## config.mk

```make
export PLATFORM = sky130hd
export DESIGN_NAME = pci_reset_sequencer
export DESIGN_NICKNAME = d
export VERILOG_FILES = /design/src/rtl/pci_reset_sequencer_pkg.sv /design/src/rtl/pci_reset_synchronizer.sv /design/src/rtl/pci_reset_sequencer.sv
export SDC_FILE = /design/constraint.sdc
export NUM_CORES = 1
export LEC_CHECK = 0
export CORE_MARGIN = 10
export CORE_UTILIZATION = 40
export CTS_BUF_LIST = sky130_fd_sc_hd__clkbuf_16
export CTS_CLUSTER_DIAMETER = 50
export DETAILED_ROUTE_END_ITERATION = 6
export PLACE_DENSITY_LB_ADDON = 0.25
export SLEW_MARGIN = 20
export SYNTH_ARGS = -nofsm -noshare
export SYNTH_HDL_FRONTEND = slang
export SYNTH_SLANG_ARGS = --single-unit
```

## constraint.sdc

```tcl
create_clock -name pci_clk -period 3.8 [get_ports pci_clk]
set_clock_uncertainty 0.05 [all_clocks]
set_input_delay 0.57 -clock pci_clk [delete_from_list [all_inputs] [get_ports pci_clk]]
set_output_delay 0.57 -clock pci_clk [all_outputs]
set_load 0.02 [all_outputs]
```

## src/rtl/pci_reset_sequencer_pkg.sv

```systemverilog
// Shared types and defaults for the PCI reset sequencer and its synchronizer.
// State encodings are fixed because other pci_clk blocks decode them.
package pci_reset_sequencer_pkg;

  typedef enum logic [1:0] {
    RST_DRIVE   = 2'b00,
    RST_RELEASE = 2'b01,
    RST_RUN     = 2'b10
  } rst_state_e;

  localparam int unsigned TRST_CYCLES_DEFAULT     = 33000;
  localparam int unsigned CNT_WIDTH_DEFAULT       = 16;
  localparam int unsigned SYNC_STAGES_DEFAULT     = 2;
  localparam int unsigned RECOVERY_CYCLES_DEFAULT = 8;

  // Bits needed to hold the values 0..max_val inclusive.
  function automatic int unsigned cnt_bits(input int unsigned max_val);
    return (max_val < 2) ? 1 : $clog2(max_val + 1);
  endfunction

endpackage

```

## src/rtl/pci_reset_synchronizer.sv

```systemverilog
// Async-set, sync-clear flop chain; releases its output STAGES clocks after
// async_set drops. STAGES must be at least 2.
module pci_reset_synchronizer #(
  parameter int unsigned STAGES = 2
) (
  input  logic clk,
  input  logic async_set,
  output logic sync_out
);

  logic [STAGES-1:0] chain_q;
  logic [STAGES-1:0] chain_d;

  always_comb begin
    chain_d = {chain_q[STAGES-2:0], 1'b0};
  end

  always_ff @(posedge clk or posedge async_set) begin
    if (async_set) begin
      chain_q <= '1;
    end else begin
      chain_q <= chain_d;
    end
  end

  assign sync_out = chain_q[STAGES-1];

endmodule

```

## src/rtl/pci_reset_sequencer.sv

```systemverilog
// PCI reset sequencer: cleans up the raw pad reset for pci_clk logic and, in
// host mode, times the RST# pulse driven through the pad output enable.
//
// state       | meaning
// RST_DRIVE   | host: drive RST# for TRST_CYCLES; device: leave next cycle
// RST_RELEASE | wait for the synchronized pad reset to clear (no timeout)
// RST_RUN     | count recovery, then release pci_reset_sync and run
module pci_reset_sequencer
  import pci_reset_sequencer_pkg::*;
#(
  parameter int unsigned TRST_CYCLES     = TRST_CYCLES_DEFAULT,
  parameter int unsigned CNT_WIDTH       = CNT_WIDTH_DEFAULT,
  parameter int unsigned SYNC_STAGES     = SYNC_STAGES_DEFAULT,
  parameter int unsigned RECOVERY_CYCLES = RECOVERY_CYCLES_DEFAULT
) (
  input  logic pci_clk,
  input  logic pci_reset_l,
  input  logic pci_host_mode,
  input  logic pci_reset_raw,
  input  logic sw_reset_request,
  output logic pci_reset_out_oe_comb,
  output logic pci_reset_sync,
  output logic pci_bus_running
);

  localparam int unsigned REC_W = cnt_bits(RECOVERY_CYCLES);
  localparam logic [CNT_WIDTH-1:0] TRST_LAST = CNT_WIDTH'(TRST_CYCLES - 1);
  localparam logic [REC_W-1:0]     REC_LAST  = REC_W'(RECOVERY_CYCLES - 1);

  logic sync_set;
  logic sync_raw;

  rst_state_e           state_q, state_d;
  logic                 drive_q, drive_d;
  logic [CNT_WIDTH-1:0] cnt_q, cnt_d;
  logic [REC_W-1:0]     rec_q, rec_d;
  logic                 hold_q, hold_d;
  logic                 running_q, running_d;

  // Chip reset also sets the chain so the release path is identical for both.
  assign sync_set = pci_reset_raw | ~pci_reset_l;

  pci_reset_synchronizer #(
    .STAGES (SYNC_STAGES)
  ) u_raw_sync (
    .clk       (pci_clk),
    .async_set (sync_set),
    .sync_out  (sync_raw)
  );

  always_comb begin
    state_d   = state_q;
    drive_d   = drive_q;
    cnt_d     = cnt_q;
    rec_d     = rec_q;
    hold_d    = hold_q;
    running_d = running_q;

    case (state_q)
      RST_DRIVE: begin
        // A pulse already under way finishes even if the strap drops.
        if (pci_host_mode || (cnt_q != '0)) begin
          if (cnt_q == TRST_LAST) begin
            drive_d = 1'b0;
            cnt_d   = '0;
            state_d = RST_RELEASE;
          end else begin
            drive_d = 1'b1;
            cnt_d   = cnt_q + 1'b1;
          end
        end else begin
          drive_d = 1'b0;
          state_d = RST_RELEASE;
        end
      end

      RST_RELEASE: begin
        rec_d = '0;
        if (!sync_raw) begin
          state_d = RST_RUN;
        end
      end

      RST_RUN: begin
        if (sw_reset_request && pci_host_mode) begin
          state_d   = RST_DRIVE;
          drive_d   = 1'b1;
          cnt_d     = '0;
          rec_d     = '0;
          hold_d    = 1'b1;
          running_d = 1'b0;
        end else if (sync_raw) begin
          state_d   = RST_RELEASE;
          rec_d     = '0;
          hold_d    = 1'b1;
          running_d = 1'b0;
        end else if (hold_q) begin
          rec_d = rec_q + 1'b1;
          if (rec_q == REC_LAST) begin
            hold_d    = 1'b0;
            running_d = 1'b1;
          end
        end
      end

      default: begin
        state_d   = RST_DRIVE;
        drive_d   = 1'b1;
        cnt_d     = '0;
        rec_d     = '0;
        hold_d    = 1'b1;
        running_d = 1'b0;
      end
    endcase
  end

  always_ff @(posedge pci_clk or negedge pci_reset_l) begin
    if (!pci_reset_l) begin
      state_q   <= RST_DRIVE;
      drive_q   <= 1'b1;
      cnt_q     <= '0;
      rec_q     <= '0;
      hold_q    <= 1'b1;
      running_q <= 1'b0;
    end else begin
      state_q   <= state_d;
      drive_q   <= drive_d;
      cnt_q     <= cnt_d;
      rec_q     <= rec_d;
      hold_q    <= hold_d;
      running_q <= running_d;
    end
  end

  assign pci_reset_out_oe_comb = drive_q & pci_host_mode;
  assign pci_reset_sync        = hold_q | sync_raw;
  assign pci_bus_running       = running_q & ~pci_reset_sync;

endmodule

```

Yosys cells after proc, flatten, opt, wreduce, memory -nomap -nowiden
Cells that the tools add are included.
{"block": "op_classes", "n_bitwise": 9, "n_mux": 28, "reduce_logical": 10, "eq_ne": 11, "add_sub_neg": 2}
{"op": "16-bit 2-to-1 mux", "n": 3}
{"op": "16-bit case mux with 3 select lines", "n": 1}
{"op": "16-bit by 1-bit adder with 16-bit output (second input constant)", "n": 1}
{"op": "16-bit == test (second input constant)", "n": 1}
{"op": "16-bit nonzero test", "n": 1}
{"op": "4-bit 2-to-1 mux", "n": 3}
{"op": "1-bit 2-to-1 mux", "n": 11}
{"op": "2-bit 2-to-1 mux", "n": 5}
{"op": "3-bit AND reduction", "n": 3}
{"op": "4-bit by 3-bit inequality test with 1-bit output (second input constant)", "n": 2}
{"op": "4-bit case mux with 2 select lines", "n": 1}
{"op": "2-bit inequality test (second input constant)", "n": 3}
{"op": "2-bit case mux with 3 select lines", "n": 1}
{"op": "1-bit NOT", "n": 5}
{"op": "4-bit by 1-bit adder with 4-bit output (second input constant)", "n": 1}
{"op": "4-bit by 3-bit == test with 1-bit output (second input constant)", "n": 1}
{"op": "1-bit case mux with 2 select lines", "n": 2}
{"op": "2-bit AND reduction", "n": 2}
{"op": "3-bit by 2-bit inequality test with 1-bit output (second input constant)", "n": 1}
{"op": "3-bit inequality test (second input constant)", "n": 1}
{"op": "1-bit case mux with 3 select lines", "n": 1}
{"op": "1-bit AND", "n": 2}
{"op": "2-bit by 1-bit == test with 1-bit output (second input constant)", "n": 1}
{"op": "2-bit == test (second input constant)", "n": 1}
{"op": "5 further kinds", "n": 6}
{"block": "word_totals", "inputBits": 5, "word_cells": 67, "out_inout_bits": 3, "reg_bits": 27}

Longest topological paths before layout
{"block": "depth", "word_depth": 6, "depth_mapped": 8, "ltp_nobuf": 7}

Modules after synthesis
From an unflattened synthesis, not the netlist that was laid out.
{"block": "unflattened", "cells_unflattened": 162, "hier_area_um2": 1488.9}
{"module": "pci_reset_sequencer", "seq_area_each_um2": 628.1, "area_per_inst_um2": 1428.9, "n_inst": 1, "cells_each": 158}
{"module": "pci_reset_synchronizer", "seq_area_each_um2": 52.6, "area_per_inst_um2": 60.1, "n_inst": 1, "cells_each": 4}

Worst setup path before layout
Ideal clock, no wire load.
{"block": "synth_path", "kind": "input to register", "startpoint": "input pci_host_mode", "endpoint": "register cnt_q[1]", "t_arrival_ns": 1.750, "required_time_ns": 3.628, "path_buffers": 1, "stages": 5, "slack_ns": 1.879, "path_cell_list": "or4b_1 -> nor4_2 -> o21ai_1 -> buf_2 -> a32o_1"}
{"block": "synth_via", "elab_chain_cells": 3, "word_cells_on_any_way": 5, "classes_between": "eq/ne: 2; reduce/logical: 3"}
{"element": "start: declaration", "line_no": "pci_reset_sequencer.sv:18", "rtl": "input logic pci_host_mode,"}
{"element": "1-bit logical OR / 1-bit logical AND (equally long branches)", "line_no": "pci_reset_sequencer.sv:62, pci_reset_sequencer.sv:85"}
{"element": "2-bit inequality test (no source line)"}
{"element": "3-bit AND reduction (no source line) (*)"}
{"element": "end signal: assignment", "line_no": "pci_reset_sequencer.sv:128", "rtl": "cnt_q <= cnt_d;"}
{"element": "end: declaration", "line_no": "pci_reset_sequencer.sv:35", "rtl": "logic [CNT_WIDTH-1:0] cnt_q, cnt_d;"}
Every way passes the cells marked *; elsewhere a longest branch is shown, timed or not.
A chain may end at the register's enable or synchronous reset.

Worst setup path in the final report
{"block": "layout_path", "startpoint": "input pci_host_mode", "endpoint": "register cnt_q[15]"}
Same word-level chain as after synthesis.

==> results.ini <==
[synth]
yosysSeqAreaShare_pct=46.30
synthSimpleGateAreaFrac_pct=28.09
yosysUniqueCellTypes=42
netlist_instances=158
synthMuxAreaShare_pct=2.809
ys_async_sr_fraction_pct=100.0
synth_compound_area_share_pct=16.34
synth-seq-cells=27
synth-edff-count=0
synth_fa_ha_area_share_pct=2.553
synth_top_area_share_pct=39.15
yosysTopAreaCell=dfrtp_1
synth_area_leaders=dfrtp_1 39%, dfstp_2 7.1%, nand3_1 5.8%
synth_flop_cell=dfrtp_1
synth_xor_area_share_pct=0
syn_area_um2=1470
syn_area_per_cell_um2=9.305
synth_top_family_by_area=simple AND/OR/NAND/NOR gates
syn_nets=166
synth_warnings=0

[clocking]
clockBufferDepth=2
cts_root_buffer=clkbuf_16
post-cts-setup-buffers=0
clock-sinks=27
path_clk_slew_ns=0.07
numCtsBuffers=3
cts_resized=0
hold_buffers=0
clock_latency_ns=0.26
htreeDepth=1
tritoncts=yes

[sta]
worstMarginPinSlew_ns=0.8028
hold_viol=0
final-setup-viol-count=0
setup_slack_ns=1.295
hold_ws_ns=0.3091
max_freq_mhz=399.2
max_slew_margin_pct=46.12
final_max_slew_viol_count=0
rsz0062_at_grt=false
fin_crit_sh_pct=65.92
period_needed_ns=2.505
finalSetupTns_ns=0

[power_and_ir_drop]
seq_power_share_pct=53.2
power_frac_clock_pct=43.4
vdd_ir_drop_max_uv=158.2
p_switching_uw=106.8
p_sw_share_pct=19.58
totalPowerFinal_uw=545.3
comb_power_share_pct=3.4
leakagePower_uw=0.0006451
pwr_density_cell_nw_per_um2=328.4
internal-power_uw=438.5

[critical_path]
arrival_ns=2.61
path_max_fanout=11
crit_path_end_kind=flop
worstPathRequired_ns=3.90
path_class=input pin to flop
critPathLaunchType=input pin

[finish]
layout_common_cells=23 x dfrtp_1, 19 x nand2_1, 17 x nand3_1
final_area_um2=1660
area_growth_pct=12.94
drive_gt1_share_pct=9.091
nNetsFinal=174
final_common_cell=dfrtp_1
antenna_cells=0

[floorplanning]
dieArea_um2=6500
dieWidth_um=80.63
initial_utilization_pct=42.71
io_pins=8
rows=21
core_um2=3442
die_y_um=80.63

[job]
cap_violations=0

[placement]
placed_cell_area_um2=1582
hpwl_mm=2.367
io_buffers=7
preCtsSetupSlack_ns=1.030
routabilityCongestion=0.7886

[detailed_routing]
drt-total-wl_mm=3.423
dr_total_vias=1287
routedWlPerCell_um=16.22
dr.pass1.iters=4
drc=0
ant_nets=0
vias_per_cell=6.100
drtIter0Drc=163

[global_routing]
grt_usage_pct=11.12
grt_pass1_wl_mm=5.906
grt_pass1_vias=1306
grt_max_degree=27
overflow=0
antenna_found_initial=0

[hold_path]
hold_path_class=flop to flop

[run_status]
status=complete, no violations

==> worst max-delay path: stages <==
cell and delay, ns:
clkdlybuf4s50_1 0.49, or4b_1 0.13, nor4_2 0.05, o21ai_1 0.66, nand2_1 0.35, o311ai_1 0.37
==> metrics by stage <==
| stage | cells | utilization, % |
|---|---|---|
| 5_1_grt | 211 | 48.24 |
| 3_3_place_gp | 207 | 45.95 |
| 3_5_place_dp | 207 | 45.95 |
| 2_1_floorplan | 158 | - |
| 4_1_cts | 211 | 48.24 |
| 6_report | 211 | 48.24 |
==> cells by family after synthesis <==
group | after synthesis
compound gates | 36
other cells | 1
mux | 4
fa+ha+maj | 3
flops | 27
buf+inv | 12
simple gates | 75
==> final timing paths <==
path                            cells after the start                  start  slack [ns]                     to
min in group asynchronous                           2            pci_reset_l        0.64              cnt_q[11]
worst min register to register                      0  u_raw_sync.chain_q[0]        0.31  u_raw_sync.chain_q[1]
worst max register to register                      7               cnt_q[0]        1.35              cnt_q[15]
worst min-delay path                                0  u_raw_sync.chain_q[0]        0.31  u_raw_sync.chain_q[1]
max in group asynchronous                           3            pci_reset_l        2.54  u_raw_sync.chain_q[1]
worst max-delay path                                6          pci_host_mode        1.30              cnt_q[15]
==> registers in the layout, summed over array words and instances, names as in the netlist <==
register            count
drive_q                 1
cnt_q                  16
u_raw_sync.chain_q      2
state_q                 2
hold_q                  1
running_q               1
rec_q                   4
==> final cells by class <==
class | count | area, um2
Fill cell | 328 | 1782
Tap cell | 46 | 57.56
Multi-Input combinational cell | 119 | 735.7
Sequential cell | 27 | 680.7
Clock inverter | 1 | 3.754
Timing Repair Buffer | 9 | 85.08
Clock buffer | 3 | 75.07
Inverter | 6 | 22.52
==> cells in the mapped netlist, types with 3 or more instances <==
| library cell | count |
|---|---|
| a21oi_1 | 6 |
| o21ai_1 | 6 |
| nand3_1 | 17 |
| a31oi_1 | 3 |
| nand4_1 | 8 |
| o21ai_0 | 4 |
| or3_1 | 6 |
| o311ai_1 | 3 |
| dfrtp_1 | 23 |
| inv_1 | 6 |
| dfstp_2 | 4 |
| clkbuf_1 | 4 |
| mux2i_1 | 3 |
| nor2_1 | 9 |
| ha_1 | 3 |
| nand2_1 | 19 |
| o31ai_1 | 5 |
==> power groups by stage <==
stage                     Clock, uW  Sequential, uW  Combinational, uW
after floorplan                   0             295               4.77
after global placement            0             295               18.9
after detailed placement          0             295               19.3
after CTS                       239             290               19.4
after global routing            254             290               20.4
final                           237             290               18.7
==> metal layers <==
layer  wire (um)  GRT usage [%]
met1        1449          14.10
met2        1678          17.75
met3         234          2.004
met4          61          5.106
met5           0              0
Note: power is estimated with default switching activity, not from simulation.
